$ cat src/rtl/adder_share_arbiter.sv
// adder_share_arbiter: one registered SIZE-bit adder shared round-robin by NREQ requesters.
// Each operation runs through IDLE -> EXEC -> DONE, one operation per three cycles.
//
// Ports:
//   clk        system clock, rising edge
//   rst_n      asynchronous active-low reset
//   req        per-requester request level
//   a_in/b_in  packed operands, requester i at [i*SIZE +: SIZE]
//   grant      one-hot, requester whose operation is in flight
//   done       one-hot, one-cycle pulse when result is valid for that requester
//   result     registered sum (held between operations)
//   carry_out  unsigned carry of the sum
//   overflow   signed two's-complement overflow of the sum
//   busy       high whenever the sequencer is not idle
module adder_share_arbiter #(
  parameter int unsigned SIZE = 32,
  parameter int unsigned NREQ = 4
) (
  input  logic                 clk,
  input  logic                 rst_n,
  input  logic [NREQ-1:0]      req,
  input  logic [NREQ*SIZE-1:0] a_in,
  input  logic [NREQ*SIZE-1:0] b_in,
  output logic [NREQ-1:0]      grant,
  output logic [NREQ-1:0]      done,
  output logic [SIZE-1:0]      result,
  output logic                 carry_out,
  output logic                 overflow,
  output logic                 busy
);

  localparam int unsigned PtrW = (NREQ > 1) ? $clog2(NREQ) : 1;

  typedef enum logic [1:0] {StIdle, StExec, StDone} state_e;

  state_e            state_q;
  logic [PtrW-1:0]   rr_ptr_q;
  logic [PtrW-1:0]   win_q;
  logic [SIZE-1:0]   op_a_q;
  logic [SIZE-1:0]   op_b_q;

  logic [PtrW-1:0]   win_idx;
  logic              win_found;
  logic [PtrW:0]     cand;
  logic [SIZE-1:0]   a_sel;
  logic [SIZE-1:0]   b_sel;
  logic [SIZE:0]     sum;

  // Round-robin scan starting at rr_ptr; the extra bit on cand lets the wrap
  // happen at NREQ rather than at the next power of two.
  always_comb begin
    win_idx   = '0;
    win_found = 1'b0;
    cand      = '0;
    for (int unsigned k = 0; k < NREQ; k++) begin
      cand = {1'b0, rr_ptr_q} + (PtrW+1)'(k);
      if (cand >= (PtrW+1)'(NREQ)) begin
        cand = cand - (PtrW+1)'(NREQ);
      end
      if (!win_found && req[cand[PtrW-1:0]]) begin
        win_found = 1'b1;
        win_idx   = cand[PtrW-1:0];
      end
    end
  end

  always_comb begin
    a_sel = '0;
    b_sel = '0;
    for (int unsigned i = 0; i < NREQ; i++) begin
      if (win_idx == PtrW'(i)) begin
        a_sel = a_in[i*SIZE +: SIZE];
        b_sel = b_in[i*SIZE +: SIZE];
      end
    end
  end

  assign sum = {1'b0, op_a_q} + {1'b0, op_b_q};

  always_ff @(posedge clk or negedge rst_n) begin
    if (!rst_n) begin
      state_q   <= StIdle;
      rr_ptr_q  <= '0;
      win_q     <= '0;
      op_a_q    <= '0;
      op_b_q    <= '0;
      grant     <= '0;
      done      <= '0;
      result    <= '0;
      carry_out <= 1'b0;
      overflow  <= 1'b0;
      busy      <= 1'b0;
    end else begin
      unique case (state_q)
        StIdle: begin
          if (win_found) begin
            win_q   <= win_idx;
            op_a_q  <= a_sel;
            op_b_q  <= b_sel;
            grant   <= {{(NREQ-1){1'b0}}, 1'b1} << win_idx;
            busy    <= 1'b1;
            state_q <= StExec;
          end
        end
        StExec: begin
          result    <= sum[SIZE-1:0];
          carry_out <= sum[SIZE];
          overflow  <= (op_a_q[SIZE-1] == op_b_q[SIZE-1]) &&
                       (sum[SIZE-1] != op_a_q[SIZE-1]);
          done      <= grant;
          state_q   <= StDone;
        end
        StDone: begin
          done     <= '0;
          grant    <= '0;
          busy     <= 1'b0;
          rr_ptr_q <= (win_q == PtrW'(NREQ-1)) ? '0 : win_q + 1'b1;
          state_q  <= StIdle;
        end
        default: begin
          state_q <= StIdle;
          grant   <= '0;
          done    <= '0;
          busy    <= 1'b0;
        end
      endcase
    end
  end

endmodule

$ cat config.mk
export PLATFORM = sky130hd
export DESIGN_NAME = adder_share_arbiter
export DESIGN_NICKNAME = d
export VERILOG_FILES = /design/src/rtl/adder_share_arbiter.sv
export SDC_FILE = /design/constraint.sdc
export NUM_CORES = 1
export LEC_CHECK = 0
export CORE_MARGIN = 2
export CORE_UTILIZATION = 35
export CTS_CLUSTER_DIAMETER = 100
export DETAILED_ROUTE_END_ITERATION = 16
export MAX_ROUTING_LAYER = met4
export PLACE_DENSITY = 0.66
export SLEW_MARGIN = 25
export SYNTH_ARGS = -nofsm -noshare
export SYNTH_HDL_FRONTEND = slang
export SYNTH_SLANG_ARGS = --single-unit
$ cat constraint.sdc
create_clock -name clk -period 5.5 [get_ports clk]
set_input_delay 0.55 -clock clk [delete_from_list [all_inputs] [get_ports clk]]
set_output_delay 0.55 -clock clk [all_outputs]
set_load 0.005 [all_outputs]
==> metrics <==
crit start category input port; maximum clock rate 336 MHz; Yosys reg bits 113; endpoint type of the worst setup path register; cts hold-fix bufs 0; placed cells 1656; Mean Syn Cell Area 7.14 µm²; CTS max path bufs 2; WL final 27800 µm; Iteration-0 DRC Markers 571; Initial Util 35.7%; post-layout minimum cycle time 2970 ps; Setup Skew 16.6 ps; Max IR drop VDD 0.257 mV; largest family of logic cells by synthesized area simple AND/OR/NAND/NOR gates; post-route ant nets 0; XOR/XNOR Fraction of Synth Area 2.27%; Simple-Gate Fraction of Synth Area 30.2%; row cnt 55; final setup violation count 0; Buffers on Ports 304; async set-or-reset flop fraction in the synthesized netlist 100%; TritonCTS clock tree built; wire per inst 16.5 µm; Synth area leaders dfrtp_1, nand2_1, o21ai_0; Leakage 5.29 nW; CP arrival 3310 ps; via/cell ratio 5.03; Worst-Margin Slew 923 ps; crit-path max cell delay 700 ps; Die W 156 µm; Nets 1687; crit-path leading delay family compound AO/OA/AOI/OAI gates; P per Cell Area 583 nW/µm²; status finished clean; DRT Pass-1 Iters 7; initial antenna violation count 1; Final Wtd Congestion 0.884; register area share after synthesis 34.8%; Synth Flop Type dfrtp_1; die area 24400 µm²; CTS Sinks 113; largest net degree at the start of global routing 122; share of cells above drive strength 1 4.42%; # DRC 0; top-count cell post-synth nand2_1; post-synth cell types 73; Worst-Skew Late Latency 420 ps; Synth top cells by count nand2_1, o21ai_0, dfrtp_1; Clock Tree Root clkbuf_16; CTS H-tree depth 4; Slowest cell on crit path o22a_4; Hold Fails Final Rpt 0; RSZ-0062 raised after global routing no; # IOs 305; area delta synth->final 45.5%; yosys warns 0; Net Count, Synth 1433; setup_tns 0 ps; non-filler cells, final 1688; Crit path top cell by count o21ai_0; TritonCTS Buffers 17; Setup Crit Path Kind input port to register; Total GRT Usage 23.2%; setup bufs post-CTS 0; vias in the first global route 8061; CP Cell Sequence clkdlybuf4s50_1 > a21oi_1 > o22a_4 > buf_4 > nand2_1 > nand3_1 > o21ai_0 > o21ai_0; HP Class input port to async pin; clock slew at reported path FFs 50 ps; Buf/Inv on CP 2; Via Count 8485; Rel. slew slack 38.5%; Die H 156 µm; core area 22700 µm²; cell taking the most area after synthesis dfrtp_1; Overflow after GRT 0; Final Max Tran Viols 0; first-pass GRT wire length 42800 µm; area share of fa/ha/maj cells after synthesis 5.33%; share of the synthesized area in the top cell type 34.8%; Layout fillers 2236; Cell Area, Synth 8120 µm²; critical path peak fanout 73; post-synthesis cell count 1137; number of flops mapped to enable cells by yosys 0; Synth Area in Compound Gates 21.2%; Max Cap Violations 0; data required time at the worst endpoint 5840 ps; HPWL Detailed 21700 µm; final period utilization 54.0%; CTS resizes 0; mux cell area share after synthesis 0.755%
## layer usage
| layer | global-route usage [%] | vias up | share of wire (%) |
|---|---|---|---|
| li1 | - | 4375 | - |
| met1 | 32.2 | 3843 | 48 |
| met2 | 35.8 | 244 | 46 |
| met3 | 3.60 | 23 | 4.7 |
| met4 | 5.33 | 0 | 1.5 |
| met5 | - | - | 0 |
## registers in the layout (all words and copies together) (netlist names)
name and count:
grant 4, busy 1, op_a_q 32, state_q 2, result 32, rr_ptr_q 2, done 4, op_b_q 32
carry_out 1, overflow 1, win_q 2
## cell usage in the layout (no fill, tap or decap), types with 5 or more instances in the layout
cell type	instances
a21o_1	7
a21oi_1	36
a22oi_1	5
buf_4	7
clkbuf_16	17
clkdlybuf4s50_1	303
dfrtp_1	113
ha_1	33
inv_1	12
mux2i_1	5
nand2_1	446
nand3_1	79
nand4_1	11
nor2_1	28
nor3_1	6
o211ai_1	9
o21a_1	7
o21ai_0	164
xnor2_1	9
xor2_1	12
## worst paths after layout
check	slack [ps]	depth (start not counted)	startpoint	end
setup / recovery	2530	8	req[0]	op_a_q[24]
hold / removal	200	1	rst_n	op_b_q[23]
setup reg to reg	2680	8	rr_ptr_q[1]	op_a_q[24]
hold reg to reg	480	2	result[27]	result[27]
max in group asynchronous	4120	2	rst_n	op_a_q[11]
min in group clk	480	2	result[27]	result[27]
## kinds of logic (layout without fill, tap and decap cells)
family | after synthesis | after routing
AND/OR/NAND/NOR | 595 | 595
AO/OA/AOI/OAI | 279 | 279
flip-flops | 113 | 113
buffers and inverters | 89 | 354
adder cells (fa/ha/maj) | 34 | 34
XOR/XNOR | 21 | 21
multiplexers | 6 | 6
other | 0 | 1
## per-stage QoR
| step | total power [W] | worst slack [ps] | hold WS [ps] | util (%) | instance area, µm² |
|---|---|---|---|---|---|
| floorplan | 0.00450 | 3110 | 254 | - | 8120 |
| global placement | 0.00572 | 2120 | 460 | 49.3 | 11200 |
| detailed placement | 0.00580 | 2070 | 470 | 49.3 | 11200 |
| CTS | 0.00689 | 2500 | 242 | 51.9 | 11800 |
| global route | 0.00754 | 2240 | 268 | 52.0 | 11800 |
| finish | 0.00689 | 2530 | 201 | 52.0 | 11800 |
## cell type report
| cell class | count | area (µm²) | area share, % |
|---|---|---|---|
| diodes | 1 | 2.50 | 0.0212 |
| clock buffers | 24 | 492 | 4.16 |
| clock inverters | 6 | 80.1 | 0.678 |
| inverters | 12 | 45.0 | 0.381 |
| multi-input cells | 935 | 4870 | 41.3 |
| flip-flops and latches | 113 | 2830 | 23.9 |
| well taps | 285 | 357 | 3.02 |
| repair buffers | 312 | 3130 | 26.5 |
## report_power, final
part / internal [W] / switching [W] / total, W / leakage [nW]
Sequential: 0.00127 / 0.000337 / 0.00160 / 1.39
Combinational: 0.00175 / 0.00247 / 0.00422 / 3.61
Clock: 0.000705 / 0.000364 / 0.00107 / 0.286
(Power assumes the default switching activity.)
